--- src/rtl/pipe_ctrl_pkg.sv ---
// pipe_ctrl_pkg: state encodings and enable/flush bundle layout for the pipeline controller
package pipe_ctrl_pkg;

   typedef enum logic [1:0] {
      ST_RUN      = 2'd0,
      ST_MEM_WAIT = 2'd1,
      ST_DRAIN    = 2'd2,
      ST_HALTED   = 2'd3
   } state_e;

   localparam int REG_ADDR_W_DEF = 5;

   // Bundle bit positions follow the pipeline register order PC, IF/ID, ID/EX, EX/MEM, MEM/WB
   localparam int CTRL_W       = 7;
   localparam int CTRL_PC_EN   = 0;
   localparam int CTRL_IFID_EN = 1;
   localparam int CTRL_IFID_FL = 2;
   localparam int CTRL_IDEX_EN = 3;
   localparam int CTRL_IDEX_FL = 4;
   localparam int CTRL_EXMEM_EN = 5;
   localparam int CTRL_MEMWB_EN = 6;

   localparam logic [CTRL_W-1:0] CTRL_EN_MASK  = 7'b1101011;
   localparam logic [CTRL_W-1:0] CTRL_RUN      = 7'b1101011;
   localparam logic [CTRL_W-1:0] CTRL_BRANCH   = 7'b1111111;
   localparam logic [CTRL_W-1:0] CTRL_LOAD_USE = 7'b1111000;
   localparam logic [CTRL_W-1:0] CTRL_DRAIN    = 7'b1101110;
   localparam logic [CTRL_W-1:0] CTRL_IDEX_FLM = 7'b0010000;
   localparam logic [CTRL_W-1:0] CTRL_RESET    = 7'b1111111;

endpackage

--- src/rtl/sat_counter.sv ---
// sat_counter: counter that sticks at all-ones, with synchronous clear
module sat_counter #(
   parameter int CNT_W = 32
) (
   input  logic             clk,
   input  logic             clr_i,
   input  logic             inc_i,
   output logic [CNT_W-1:0] cnt_o
);

   logic [CNT_W-1:0] cnt_q, cnt_d;

   // next value: hold once every bit is set
   always_comb cnt_d = (inc_i && cnt_q != '1) ? cnt_q + CNT_W'(1) : cnt_q;

   // count register, clear wins over increment
   always_ff @(posedge clk) cnt_q <= clr_i ? '0 : cnt_d;

   assign cnt_o = cnt_q;

endmodule

--- src/rtl/pipe_hazard_ctrl.sv ---
// pipe_hazard_ctrl: stall/flush control, halt/drain/resume handshake and event counters
module pipe_hazard_ctrl
   import pipe_ctrl_pkg::*;
#(
   parameter int REG_ADDR_W   = REG_ADDR_W_DEF,
   parameter int CNT_W        = 32,
   parameter int DRAIN_CYCLES = 4
) (
   input  logic                  clk,
   input  logic                  rst_n,
   input  logic [REG_ADDR_W-1:0] id_rs1_i,
   input  logic [REG_ADDR_W-1:0] id_rs2_i,
   input  logic                  id_uses_rs2_i,
   input  logic [REG_ADDR_W-1:0] ex_rd_i,
   input  logic                  ex_mem_read_i,
   input  logic                  ex_branch_taken_i,
   input  logic                  dmem_busy_i,
   input  logic                  halt_req_i,
   input  logic                  resume_req_i,
   output logic                  pc_en_o,
   output logic                  if_id_en_o,
   output logic                  if_id_flush_o,
   output logic                  id_ex_en_o,
   output logic                  id_ex_flush_o,
   output logic                  ex_mem_en_o,
   output logic                  mem_wb_en_o,
   output logic                  halted_o,
   output logic                  halt_ack_o,
   output logic [CNT_W-1:0]      stall_cnt_o,
   output logic [CNT_W-1:0]      flush_cnt_o
);

   localparam int DW = (DRAIN_CYCLES > 1) ? $clog2(DRAIN_CYCLES) : 1;
   localparam logic [DW-1:0] DRAIN_LOAD = DW'(DRAIN_CYCLES - 1);

   state_e            state_q, state_d;
   logic [DW-1:0]     drain_q, drain_d;
   logic              halt_ack_q, halt_ack_d;
   logic [CTRL_W-1:0] ctrl;
   logic              hazard, flush_ev, stall_ev, run_like;

   assign hazard   = ex_mem_read_i && ex_rd_i != '0 &&
                     (ex_rd_i == id_rs1_i || (id_uses_rs2_i && ex_rd_i == id_rs2_i));
   // MEM_WAIT with memory ready behaves exactly like RUN in the same cycle
   assign run_like = state_q == ST_RUN || state_q == ST_MEM_WAIT;

   // state, drain counter and ack pulse registers
   always_ff @(posedge clk) begin
      if (!rst_n) begin
         state_q    <= ST_RUN;
         drain_q    <= '0;
         halt_ack_q <= 1'b0;
      end else begin
         state_q    <= state_d;
         drain_q    <= drain_d;
         halt_ack_q <= halt_ack_d;
      end
   end

   // next-state selection
   always_comb begin
      state_d    = state_q;
      drain_d    = drain_q;
      halt_ack_d = 1'b0;
      case (state_q)
         ST_RUN, ST_MEM_WAIT: begin
            state_d = dmem_busy_i ? ST_MEM_WAIT : ST_RUN;
            if (!dmem_busy_i && !ex_branch_taken_i && !hazard && halt_req_i) begin
               state_d = ST_DRAIN;
               drain_d = DRAIN_LOAD;
            end
         end
         ST_DRAIN: begin
            if (!dmem_busy_i && drain_q == '0) begin
               state_d    = ST_HALTED;
               halt_ack_d = 1'b1;
            end else if (!dmem_busy_i) begin
               drain_d = drain_q - DW'(1);
            end
         end
         ST_HALTED: state_d = resume_req_i ? ST_RUN : ST_HALTED;
         default:   state_d = ST_RUN;
      endcase
   end

   // enable/flush bundle; reset forces every line high
   always_comb begin
      ctrl = '0;
      case (state_q)
         ST_RUN, ST_MEM_WAIT:
            ctrl = dmem_busy_i       ? '0 :
                   ex_branch_taken_i ? CTRL_BRANCH :
                   hazard            ? CTRL_LOAD_USE :
                   halt_req_i        ? CTRL_DRAIN : CTRL_RUN;
         ST_DRAIN:
            ctrl = (dmem_busy_i ? (CTRL_DRAIN & ~CTRL_EN_MASK) : CTRL_DRAIN) |
                   (ex_branch_taken_i ? CTRL_IDEX_FLM : '0);
         default: ctrl = '0;
      endcase
      if (!rst_n) ctrl = CTRL_RESET;
   end

   assign flush_ev = run_like && !dmem_busy_i && ex_branch_taken_i;
   assign stall_ev = !ctrl[CTRL_PC_EN] && state_q != ST_HALTED;

   assign pc_en_o       = ctrl[CTRL_PC_EN];
   assign if_id_en_o    = ctrl[CTRL_IFID_EN];
   assign if_id_flush_o = ctrl[CTRL_IFID_FL];
   assign id_ex_en_o    = ctrl[CTRL_IDEX_EN];
   assign id_ex_flush_o = ctrl[CTRL_IDEX_FL];
   assign ex_mem_en_o   = ctrl[CTRL_EXMEM_EN];
   assign mem_wb_en_o   = ctrl[CTRL_MEMWB_EN];
   assign halted_o      = state_q == ST_HALTED;
   assign halt_ack_o    = halt_ack_q;

   sat_counter #(.CNT_W(CNT_W)) u_stall_cnt (
      .clk   (clk),
      .clr_i (!rst_n),
      .inc_i (stall_ev),
      .cnt_o (stall_cnt_o)
   );

   sat_counter #(.CNT_W(CNT_W)) u_flush_cnt (
      .clk   (clk),
      .clr_i (!rst_n),
      .inc_i (flush_ev),
      .cnt_o (flush_cnt_o)
   );

endmodule

--- config.mk ---
export PLATFORM = sky130hd
export DESIGN_NAME = pipe_hazard_ctrl
export DESIGN_NICKNAME = d
export VERILOG_FILES = /design/src/rtl/pipe_ctrl_pkg.sv /design/src/rtl/sat_counter.sv /design/src/rtl/pipe_hazard_ctrl.sv
export SDC_FILE = /design/constraint.sdc
export NUM_CORES = 1
export LEC_CHECK = 0
export ABC_CLOCK_PERIOD_IN_PS = 4100
export CAP_MARGIN = 25
export CORE_ASPECT_RATIO = 1.1
export CORE_MARGIN = 2
export CORE_UTILIZATION = 50
export CTS_BUF_LIST = sky130_fd_sc_hd__clkbuf_4
export DETAILED_ROUTE_END_ITERATION = 8
export PLACE_DENSITY = 0.83
export RECOVER_POWER = 25
export SKIP_LAST_GASP = 1
export SLEW_MARGIN = 30
export SYNTH_ARGS = -nofsm -noshare
export SYNTH_HDL_FRONTEND = slang
export SYNTH_HIERARCHICAL = 1
export SYNTH_SLANG_ARGS = --single-unit
--- constraint.sdc ---
create_clock -name clk -period 4.1 [get_ports clk]
set_clock_uncertainty 0.2 [all_clocks]
set_input_delay 0.41 -clock clk [delete_from_list [all_inputs] [get_ports clk]]
set_output_delay 0.41 -clock clk [all_outputs]
set_load 0.02 [all_outputs]
## Yosys cells after proc, flatten, opt, wreduce, memory -nomap -nowiden

Cells that the tools add are included.

| word-level totals | value |
|---|---|
| register bits | 69 |
| bits in latches | 0 |
| RAM bits | 0 |
| memory bits (read-only) | 0 |
| input bits | 23 |
| word-level logic and storage cells | 64 |
| memories kept | 0 |

| operators by class | value |
|---|---|
| add/subtract/negate cells | 3 |
| multipliers | 0 |
| div/mod/pow operators | 0 |
| order comparisons | 0 |
| equality and inequality tests | 12 |
| shift operators | 0 |
| muxes and demuxes | 18 |
| bitwise operators | 1 |
| reductions and logical operators | 25 |

Operators with widths:

| cell | number |
|---|---|
| $add A32 B1 Y32 const B | 2 |
| $ne A32 B32 Y1 const B | 2 |
| $mux W7 | 3 |
| $mux W5 | 3 |
| $pmux W7 S2 | 1 |
| $logic_and A1 B1 Y1 | 12 |
| $mux W2 | 6 |
| $eq A5 B5 Y1 | 2 |
| $ne A2 B2 Y1 const B | 5 |
| $or A7 B5 Y7 | 1 |
| $pmux W2 S3 | 1 |
| $reduce_bool A5 Y1 | 1 |
| $eq A2 B2 Y1 const B | 2 |
| $logic_not A1 Y1 | 4 |
| $logic_not A2 Y1 | 2 |
| $pmux W2 S2 | 1 |
| $reduce_and A4 Y1 | 1 |
| $mux W3 | 1 |
| $eq A2 B1 Y1 const B | 1 |
| $logic_or A1 B1 Y1 | 2 |
| $mux W1 | 2 |
| $reduce_and A2 Y1 | 1 |
| $reduce_bool A2 Y1 | 1 |
| $reduce_or A2 Y1 | 1 |
| $sub A2 B1 Y2 const B | 1 |

## Depth between registers and ports, before layout

| logic depth | value |
|---|---|
| depth in word-level cells | 12 |
| gate-level depth with buffers | 10 |

## Cells and area by module

The synthesis kept the hierarchy.

Modules (own cells, without submodules):

| module | times used | cells an instance | area an instance (µm²) | seq. area each (µm²) |
|---|---|---|---|---|
| sat_counter | 2 | 199 | 1674.1 | 640.6 |
| pipe_hazard_ctrl | 1 | 70 | 503.0 | 100.1 |

## Worst setup path before layout

No wires, ideal clock.

| timing | value |
|---|---|
| path kind | input to register |
| from | in ex_rd_i[4] |
| to | reg u_stall_cnt.cnt_q[31], in the netlist u_stall_cnt/cnt_o[31] |
| setup time | 0.121 ns |
| data arrival time | 2.809 ns |
| required time | 3.779 ns |
| path slack | 0.971 ns |
| stages | 10 |
| buffers on the path | 0 |
| cell sequence | xor2_1 > nor4_1 > nand3_1 > a21oi_2 > a21bo_2 > nand4_1 > nor4_2 > nand4_1 > nor4_1 > mux2_2 |

| on the way | value |
|---|---|
| cells in the longest elaborated chain, start to end | 12 |
| elaborated cells between the ends (all ways) | 15 |
| classes of those cells | eq/ne: 2; mux: 5; reduce/logical: 8 |

Ends and longest elaborated chain:

| what | line | RTL |
|---|---|---|
| start, declared | pipe_hazard_ctrl.sv:14 | `input logic [REG_ADDR_W-1:0] ex_rd_i,` |
| $eq A5 B5 Y1 | pipe_hazard_ctrl.sv:43 | `(ex_rd_i == id_rs1_i \|\| (id_uses_rs2_i && ex_rd_i == id_rs2_i));` |
| $logic_and A1 B1 Y1 | pipe_hazard_ctrl.sv:43 |  |
| $logic_or A1 B1 Y1 | pipe_hazard_ctrl.sv:43 |  |
| $logic_and A1 B1 Y1 (*) | pipe_hazard_ctrl.sv:42 | `assign hazard = ex_mem_read_i && ex_rd_i != '0 &&` |
| $mux W5 (*) | pipe_hazard_ctrl.sv:93 | `hazard ? CTRL_LOAD_USE :` |
| $mux W5 (*) | pipe_hazard_ctrl.sv:92 | `ex_branch_taken_i ? CTRL_BRANCH :` |
| $mux W7 (*) | pipe_hazard_ctrl.sv:91 | `ctrl = dmem_busy_i ? '0 :` |
| $pmux W7 S2 (*) | pipe_hazard_ctrl.sv:89 | `case (state_q)` |
| $mux W7 (*) | pipe_hazard_ctrl.sv:100 | `if (!rst_n) ctrl = CTRL_RESET;` |
| $logic_not A1 Y1 (*) | pipe_hazard_ctrl.sv:104 | `assign stall_ev = !ctrl[CTRL_PC_EN] && state_q != ST_HALTED;` |
| $logic_and A1 B1 Y1 (*) | pipe_hazard_ctrl.sv:104 |  |
| net stall_ev | pipe_hazard_ctrl.sv:40 | `logic hazard, flush_ev, stall_ev, run_like;` |
| $logic_and A1 B1 Y1 (*) | sat_counter.sv:14 | `always_comb cnt_d = (inc_i && cnt_q != '1) ? cnt_q + CNT_W'(1) : cnt_q;` |
| end signal, assigned | sat_counter.sv:17 | `always_ff @(posedge clk) cnt_q <= clr_i ? '0 : cnt_d;` |
| end, declared | sat_counter.sv:11 | `logic [CNT_W-1:0] cnt_q, cnt_d;` |

The timed path passes the listed nets; every way through them passes the cells marked *.
A chain may end at the register's enable or synchronous reset.

## Final worst setup path

| timing | value |
|---|---|
| from | in ex_rd_i[4] |
| to | reg u_stall_cnt.cnt_q[29], in the netlist u_stall_cnt/cnt_o[29] |

The elaborated chain is that of the path after synthesis.

==> metrics.csv <==
metric,value,unit
cts.clk_slew.worst_paths,110,ps
fin_crit_sh,86.6,%
htreeDepth,3,
cp-start-kind,input port,
cp-end-kind,flip-flop,
synth.top_cell.area_share,35.9,%
finalPower,1230,uW
yosysTopAreaCell,dfxtp_1,
cts_hold_buf,0,
leakage,0.00164,uW
setup_viol,0,
route.final.wire_length,10.1,mm
final.setup.tns,0,ps
fin_nets,586,
hold_ws,299,ps
ys_seq_elements,69,
num_antenna_cells,0,
synthCells,468,
port_buffers,95,
slew_viol_final,0,
ys_async_sr_fraction,0,%
grt_usage,24.2,%
synth-seq-area-share,35.9,%
postCtsSetupBuffers,0,
syn_to_final_growth,31.2,%
cap_viol_max_count,0,
cts_root_buffer,clkbuf_4,
antenna_left,0,
rsz0062_at_grt,false,
rows,33,
critPathArrivalTime,3700,ps
cts_tree,yes,
outcome,"complete, no violations",
core-area,0.00747,mm^2
start_util,51.5,%
powerDensity,244,mW/mm^2
grt_pass1_vias,3694,
drive_gt1_share,8.67,%
worst_pin_slew,660,ps
place_area,0.00492,mm^2
netlist_area,0.00385,mm^2
vias,4057,
hold_path.class,reg2reg,
ys_types,47,
final_common_cell,dfxtp_1,
die-area,0.00842,mm^2
post_cts_resized,0,
cts_sinks,69,
cts_buffers,9,
synth_warnings,6,
drtPass1Iterations,6,
clk_path_buf_depth,2,
required,4250,ps
grt_overflow_total,0,
synth_edf_count,0,
antenna_found_initial,0,
synth_area_leaders,"dfxtp_1, a21oi_1, o31ai_1, or4_1, nand3_1",
ys.flop_type,dfxtp_1,
postLayoutCellArea,0.00505,mm^2
crit_fanout,8,
final_core_util,67.6,%
io-pin-count,96,
die_h,96.0,um
hold_violations,0,
ir_drop,150,uV
worst_skew_pair.late_latency,420,ps
drt_iter0_drc,193,
gp_congestion,0.863,
syn-num-nets,494,
final_cell_mix,"dfxtp_1, clkdlybuf4s50_1, a21oi_1",
critical_path_class,in2reg,
die_width,87.7,um
period_minus_slack,3550,ps
place_hpwl,7.29,mm
max_freq,0.282,GHz
viasPerCell,6.06,
avgSynthCellArea,8.23,um^2
grt_max_degree,42,
drcViolationCount,0,
grt_pass1_wl,16.6,mm
wl_per_cell,15.1,um
maxSlewHeadroom,55.6,%
-- per-stage QoR --
| stage | instances | worst slack, ps |
|---|---|---|
| 2_1_floorplan | 468 | 971 |
| 3_3_place_gp | 654 | 512 |
| 3_5_place_dp | 654 | 401 |
| 4_1_cts | 670 | 854 |
| 5_1_grt | 670 | 342 |
| 6_report | 670 | 548 |
-- worst max-delay path, stage by stage --
cell and delay (ps):
dlygate4sd3_1 590, xor2_1 180, nor4_1 300, nand3_1 110
a21oi_1 470, a21bo_2 280, nand4_1 180, nor4_2 310
buf_4 190, nand4_1 90, or4_1 420, a21oi_1 150
-- power by group --
group / internal (uW) / switching, uW
registers: 677 / 7.47
clock network: 182 / 253
logic: 56.7 / 59.6
-- per-layer routing --
layer | global-route usage, % | wire [um] | vias to the layer above
li1 | - | - | 1970
met3 | 4.29 | 543 | 22
met1 | 30.6 | 4340 | 1921
met5 | 0 | 0 | -
met2 | 40.5 | 5040 | 144
met4 | 10.1 | 166 | 0
-- final cells by class --
| cell class | instances | area (um^2) |
|---|---|---|
| Multi-Input combinational cell | 366 | 2340 |
| Timing Repair Buffer | 107 | 1040 |
| Sequential cell | 69 | 1380 |
| Tap cell | 105 | 131 |
| Fill cell | 642 | 2420 |
| Clock buffer | 9 | 67.6 |
| Clock inverter | 7 | 66.3 |
| Inverter | 7 | 26.3 |
-- state kept, by name (all words and copies together) (netlist names) --
register           count
halt_ack_o             1
u_flush_cnt/cnt_o     32
state_q                2
drain_q                2
u_stall_cnt/cnt_o     32
-- path summary, 6_finish.rpt --
check                           startpoint                    end  slack, ps  cells past startpoint
worst min register to register  drain_q[1]             drain_q[1]        300                      2
worst max-delay path            ex_rd_i[4]  u_stall_cnt/cnt_o[29]        550                     12
worst min-delay path            drain_q[1]             drain_q[1]        300                      2
worst max register to register  state_q[1]  u_flush_cnt/cnt_o[30]       1360                      7
-- synthesized netlist by cell type, drive strengths merged (4+ instances only) --
cell type and n:
and2 4, xnor2 15, nor2b 5, mux2 4
and4 8, nor3b 6, or4 25, or3 23
nand4 20, xor2 9, nand2 26, a2111oi 4
buf 8, inv 7, and3 9, o21ai 23
clkbuf 18, o31ai 25, nor4 11, nor3 11
nand3 32, dfxtp 69, nor2 33, a21oi 45
-- kinds of logic (layout without fill, tap and decap cells) --
group | Yosys count | after routing | share of synthesized area (%)
DFF | 69 | 69 | 35.9
AOI/OAI and AO/OA | 112 | 112 | 18.9
muxes | 6 | 6 | 1.69
and+or+nand+nor | 221 | 221 | 33.5
adders and majority gates | 3 | 3 | 0.975
buffers and inverters | 33 | 130 | 3.61
xor gates and xnor gates | 24 | 24 | 5.46
Power figures use the tool's default switching activity.
